`config.mk`:
```
export PLATFORM = sky130hd
export DESIGN_NAME = vend_ctrl_multi
export DESIGN_NICKNAME = d
export VERILOG_FILES = /design/src/rtl/vend_ctrl_multi.sv
export SDC_FILE = /design/constraint.sdc
export NUM_CORES = 1
export LEC_CHECK = 0
export ABC_AREA = 1
export BUFFER_PORTS_ARGS = -buffer_cell sky130_fd_sc_hd__buf_2
export CAP_MARGIN = 20
export CORE_UTILIZATION = 60
export CTS_BUF_LIST = sky130_fd_sc_hd__clkbuf_4
export CTS_CLUSTER_DIAMETER = 30
export CTS_CLUSTER_SIZE = 8
export DETAILED_ROUTE_END_ITERATION = 16
export GPL_TIMING_DRIVEN = 0
export PLACE_DENSITY = 0.86
export SYNTH_ARGS = -nofsm -noshare
export SYNTH_HDL_FRONTEND = slang
export SYNTH_SLANG_ARGS = --single-unit
```
`constraint.sdc`:
```
create_clock -name clk_i -period 5.32 [get_ports clk_i]
set_input_delay 1.064 -clock clk_i [delete_from_list [all_inputs] [get_ports clk_i]]
set_output_delay 1.064 -clock clk_i [all_outputs]
set_load 0.05 [all_outputs]
```
`src/rtl/vend_ctrl_multi.sv`:
```
// Multi-channel vending controller: coin credit with saturation, per-channel price and stock,
// edge-detected front-panel buttons, one-cycle vend / payout / reject / fail pulses.
module vend_ctrl_multi #(
    parameter int N_PROD     = 6,
    parameter int MONEY_W    = 8,
    parameter int STOCK_W    = 3,
    parameter int STOCK_MAX  = 7,
    parameter int CREDIT_MAX = 255,
    parameter logic [N_PROD*MONEY_W-1:0] PRICES = {8'd40, 8'd35, 8'd30, 8'd25, 8'd20, 8'd15}
) (
    input  logic                        clk_i,
    input  logic                        rst_i,
    input  logic [MONEY_W-1:0]          coin_i,
    input  logic                        coin_valid_i,
    input  logic                        change_btn_i,
    input  logic [N_PROD-1:0]           sel_btn_i,
    input  logic                        restock_i,
    output logic [N_PROD-1:0]           led_o,
    output logic [N_PROD-1:0]           sold_out_o,
    output logic [MONEY_W-1:0]          credit_o,
    output logic [N_PROD*STOCK_W-1:0]   stock_o,
    output logic [N_PROD-1:0]           vend_o,
    output logic [MONEY_W-1:0]          change_o,
    output logic                        change_valid_o,
    output logic                        reject_o,
    output logic                        fail_o,
    output logic [1:0]                  state_dbg_o
);

    localparam int IDX_W = (N_PROD > 1) ? $clog2(N_PROD) : 1;
    localparam logic [STOCK_W-1:0] STOCK_FULL = STOCK_W'(STOCK_MAX);
    localparam logic [MONEY_W:0]   CREDIT_CAP = (MONEY_W+1)'(CREDIT_MAX);

    // Debug encoding: 0 IDLE, 1 CREDIT, 2 VEND, 3 PAYOUT.
    typedef enum logic [1:0] {
        S_IDLE   = 2'd0,
        S_CREDIT = 2'd1,
        S_VEND   = 2'd2,
        S_PAYOUT = 2'd3
    } state_t;

    state_t                      state_q, state_d;
    logic [MONEY_W-1:0]          credit_q, credit_d;
    logic [N_PROD*STOCK_W-1:0]   stock_q, stock_d;
    logic [N_PROD-1:0]           vend_q, vend_d;
    logic [MONEY_W-1:0]          change_q, change_d;
    logic                        change_valid_q, change_valid_d;
    logic                        reject_q, reject_d;
    logic                        fail_q, fail_d;
    logic [N_PROD-1:0]           sel_prev;
    logic                        change_prev, restock_prev;

    logic [N_PROD-1:0]           sel_edge;
    logic                        change_edge, restock_edge, sel_any, sel_found, acted;
    logic [IDX_W-1:0]            sel_idx;
    logic [MONEY_W-1:0]          sel_price;
    logic [STOCK_W-1:0]          sel_stock;
    logic [MONEY_W:0]            coin_sum;

    assign sel_edge     = sel_btn_i & ~sel_prev;
    assign change_edge  = change_btn_i & ~change_prev;
    assign restock_edge = restock_i & ~restock_prev;
    assign sel_any      = |sel_edge;
    assign coin_sum     = {1'b0, credit_q} + {1'b0, coin_i};

    // Several simultaneous select edges: the lowest channel index wins.
    always_comb begin
        sel_idx   = '0;
        sel_found = 1'b0;
        for (int i = 0; i < N_PROD; i++) begin
            if (sel_edge[i] && !sel_found) begin
                sel_idx   = IDX_W'(i);
                sel_found = 1'b1;
            end
        end
    end

    assign sel_price = PRICES[sel_idx*MONEY_W +: MONEY_W];
    assign sel_stock = stock_q[sel_idx*STOCK_W +: STOCK_W];

    always_comb begin
        state_d        = state_q;
        credit_d       = credit_q;
        stock_d        = stock_q;
        vend_d         = '0;
        change_d       = '0;
        change_valid_d = 1'b0;
        reject_d       = 1'b0;
        fail_d         = 1'b0;
        acted          = 1'b0;
        case (state_q)
            S_IDLE, S_CREDIT: begin
                if (change_edge && credit_q != '0) begin
                    state_d        = S_PAYOUT;
                    change_d       = credit_q;
                    change_valid_d = 1'b1;
                    credit_d       = '0;
                    fail_d         = sel_any;
                    acted          = 1'b1;
                end else if (sel_any) begin
                    if (sel_stock != '0 && credit_q >= sel_price) begin
                        state_d  = S_VEND;
                        credit_d = credit_q - sel_price;
                        stock_d[sel_idx*STOCK_W +: STOCK_W] = sel_stock - STOCK_W'(1);
                        vend_d[sel_idx] = 1'b1;
                        acted    = 1'b1;
                    end else begin
                        fail_d = 1'b1;
                    end
                end
                // A coin is only credited when nothing of higher priority acted this cycle.
                if (coin_valid_i) begin
                    if (acted || coin_sum > CREDIT_CAP) begin
                        reject_d = 1'b1;
                    end else begin
                        credit_d = coin_sum[MONEY_W-1:0];
                    end
                end
                if (!acted) begin
                    state_d = (credit_d != '0) ? S_CREDIT : S_IDLE;
                end
            end
            S_VEND: begin
                reject_d = coin_valid_i;
                fail_d   = sel_any;
                state_d  = (credit_q != '0) ? S_CREDIT : S_IDLE;
            end
            default: begin
                reject_d = coin_valid_i;
                fail_d   = sel_any;
                state_d  = S_IDLE;
            end
        endcase
        if (restock_edge) begin
            stock_d = {N_PROD{STOCK_FULL}};
        end
    end

    always_ff @(posedge clk_i or posedge rst_i) begin
        if (rst_i) begin
            state_q        <= S_IDLE;
            credit_q       <= '0;
            stock_q        <= {N_PROD{STOCK_FULL}};
            vend_q         <= '0;
            change_q       <= '0;
            change_valid_q <= 1'b0;
            reject_q       <= 1'b0;
            fail_q         <= 1'b0;
            sel_prev       <= '0;
            change_prev    <= 1'b0;
            restock_prev   <= 1'b0;
        end else begin
            state_q        <= state_d;
            credit_q       <= credit_d;
            stock_q        <= stock_d;
            vend_q         <= vend_d;
            change_q       <= change_d;
            change_valid_q <= change_valid_d;
            reject_q       <= reject_d;
            fail_q         <= fail_d;
            sel_prev       <= sel_btn_i;
            change_prev    <= change_btn_i;
            restock_prev   <= restock_i;
        end
    end

    always_comb begin
        for (int i = 0; i < N_PROD; i++) begin
            sold_out_o[i] = (stock_q[i*STOCK_W +: STOCK_W] == '0);
            led_o[i]      = (stock_q[i*STOCK_W +: STOCK_W] != '0) &&
                            (credit_q >= PRICES[i*MONEY_W +: MONEY_W]);
        end
    end

    assign credit_o       = credit_q;
    assign stock_o        = stock_q;
    assign vend_o         = vend_q;
    assign change_o       = change_q;
    assign change_valid_o = change_valid_q;
    assign reject_o       = reject_q;
    assign fail_o         = fail_q;
    assign state_dbg_o    = state_q;

endmodule
```
==> flow_metrics.tcl <==
set metrics [dict create \
    status "finished clean" \
    syn_nets 490 \
    ant_nets 0 \
    grt_pass1_vias 3138 \
    yosys_warnings 0 \
    power_density_nw_per_um2 591 \
    relSlewSlack_pct 62.6 \
    max_clock_freq_ghz 0.205 \
    hpwl_um 7350 \
    crit_path_end_kind "flip-flop" \
    fin_crit_ps 4870 \
    grtUsageTotal_pct 31.4 \
    cts_tree "built" \
    synthTopCellsByCount "83 x nand2_1, 65 x inv_1, 35 x dfrtp_1" \
    antenna_cells 0 \
    min_path_type "reg2reg" \
    area_growth_pct 14.9 \
    synth_area_um2 3630 \
    drt_wl_total_um 9130 \
    ioPinCount 76 \
    path_clk_slew_ps 160 \
    cts_root_buf "clkbuf_4" \
    finalCritPeriodShare_pct 91.6 \
    synth.most_common_cell "nand2_1" \
    post_cts_buffers 0 \
    drc 0 \
    io_buffers 75 \
    setup_tns_ps 0 \
    grt_pass1_wl_um 15200 \
    min_from "stock_o[7]$_DFFE_PP1P_" \
    synth_cell_types 51 \
    syn_area_per_cell_um2 8.13 \
    rsz0062_at_grt "no" \
    peakVddDrop_mv 0.516 \
    synthCells 446 \
    async_flop_share_pct 100 \
    rows 27 \
    cts_resized 0 \
    finalSetupViolCount 0 \
    holdPathEnd "stock_o[7]$_DFFE_PP1P_" \
    maxCapViolations 0 \
    startpoint_type "input port" \
    synth_top_area_share_pct 24.2 \
    fin_nets 573 \
    numCtsBuffers 5 \
    grt_overflow_total 0 \
    drive_gt1_share_pct 29.1 \
    ys_seq_area_share_pct 37.2 \
    arrival_ps 5160 \
    antenna_found_initial 0 \
    yosys_most_used_dff "dfrtp_1" \
    cts.path.max_buffers 2 \
    r2r-end "state_dbg_o[0]$_DFFE_PP0P_" \
    die_x_um 79.7 \
    report.final.slew_viol_count 0 \
    vias 3345 \
    synth_edf_count 0 \
    core_um2 5680 \
    cp_data_required_time_ps 5610 \
    hold_viol 0 \
    finalClockSkew_ps 10.8 \
    dr.pass1.iters 5 \
    rr_startpoint "sel_prev[2]$_DFF_PP0_" \
    grt_max_degree 30 \
    cts-hold-fix-buffers 0 \
    die_h_um 79.7 \
    highest_layer "met4" \
    start_util_pct 63.9 \
    cts_num_sinks 53 \
    die_area_um2 6360 \
    crit_type "in2reg" \
    p_leak_nw 2.23 \
    r2r_slack_ps 870 \
    vias_per_cell 5.56 \
    crit_fanout 12 \
    multi_input_area_um2 1980 \
    r2r_cells 25 \
    avgRoutedWirePerCell_um 15.2 \
    synth-seq-cells 53 \
    wl_met2_um 4080 \
    drt_iter0_drc 273 \
    wirelength_met1_um 4240 \
    place.gp.congestion 0.912 \
    dr_wl_met3_um 726 \
    fill_cells 468 \
    tightest_slew_ps 559 \
    yosysTopAreaCell "dfrtp_1" \
    final_util_pct 73.4 \
    holdPathStages 2 \
    insertion_delay_ps 370 \
    synth_area_leaders "dfrtp_1 24%, dfstp_2 13%, nand2_1 8.6%, ha_1 7.9%, inv_1 6.7%" \
    h-tree-depth 2 \
    seq_area_um2 1350 \
]
[power by group]
| part | internal (mW) | switching [mW] | leakage [nW] |
|---|---|---|---|
| combinational | 0.465 | 1.18 | 1.56 |
| sequential | 0.518 | 0.118 | 0.637 |
| clock | 0.0558 | 0.128 | 0.0293 |
| total | 1.04 | 1.43 | 2.23 |
[cell usage in the layout, fill, tap and decap left out, types with 2 or more instances in the layout]
cell type,instances
a21oi_1,18
nor3_1,15
o211ai_1,2
o21bai_1,2
o22ai_1,2
nand3_4,3
o21ai_1,11
clkbuf_1,3
buf_2,75
inv_1,64
nand2_2,9
nor2_1,33
nor2_2,4
clkbuf_4,6
xor2_1,6
ha_1,23
nand3_2,6
fa_1,2
a211oi_1,3
nand2_4,5
nor2_4,6
o21ai_0,22
dfrtp_1,35
inv_2,5
nand2_1,83
nand4_1,7
a31oi_1,6
or2_2,4
xnor2_1,5
dfstp_2,18
nand3_1,22
[metal layers]
metal | vias to the layer above | GRT usage (%)
li1 | 1639 | -
met1 | 1568 | 46.2
met2 | 129 | 49.1
met3 | 9 | 5.26
met4 | 0 | 5.18
met5 | - | 0
[critical path, stage by stage]
cell and delay (ps):
buf_2 110, nand2_2 100, nand2_4 100, nor2_4 110, nand3_4 110, nand2_2 110, buf_4 180, clkbuf_1 430
ha_1 420, o21ai_0 300, inv_1 100, fa_1 440, o21ai_1 280, a221oi_2 120, nand3_2 170, nand3_4 150
buf_6 180, nand2_1 60, o21ai_1 70, nand3_1 60, nand2_1 90, nor2_1 90, nand3_1 120, nor2_1 140
nor2_1 60
[layout make-up]
cell class,count,share of cell area [%]
multi-input combinational,318,47.6
sequential,53,32.4
timing repair buffer,76,9.49
inverter,70,6.36
tap,72,2.16
clock buffer,6,1.08
buffer,5,0.721
clock inverter,2,0.270
[kinds of logic after synthesis]
| group | Yosys count | synth area share, % |
|---|---|---|
| flops | 53 | 37.2 |
| compound gates | 78 | 13.4 |
| simple gates | 202 | 29.0 |
| xor+xnor | 11 | 2.66 |
| buf+inv | 75 | 8.14 |
| fa+ha+maj | 25 | 9.04 |
| mux | 2 | 0.587 |
[registers in the layout, summed over array words and instances (netlist names), 2 cells and up]
register / flops
state_dbg_o: 2
credit_o: 8
sel_prev: 6
vend_o: 6
stock_o: 18
change_o: 8
[how the worst max path moves through the flow]
stage	startpoint	endpoint	slack, ps
after CTS	sel_btn_i[2]	state_dbg_o[0]$_DFFE_PP0P_	500
after global placement	sel_btn_i[2]	state_dbg_o[0]$_DFFE_PP0P_	130
after global routing	sel_btn_i[0]	state_dbg_o[0]$_DFFE_PP0P_	180
final	sel_btn_i[2]	state_dbg_o[0]$_DFFE_PP0P_	450
after detailed placement	sel_btn_i[2]	state_dbg_o[0]$_DFFE_PP0P_	100
after floorplan	sel_btn_i[2]	state_dbg_o[0]$_DFFE_PP0P_	940
[stage by stage]
stage                     total power [mW]  instance area, um^2  hold slack (ps)  instances  setup slack [ps]
after floorplan                       1.90                 3630              516        446               940
after global placement                2.23                 4090              476        593               128
after detailed placement              2.27                 4110              485        594              96.1
after CTS                             2.46                 4170              507        602               495
after global routing                  2.65                 4170              538        602               183
final                                 2.46                 4170              506        602               446
(Power assumes the default switching activity.)
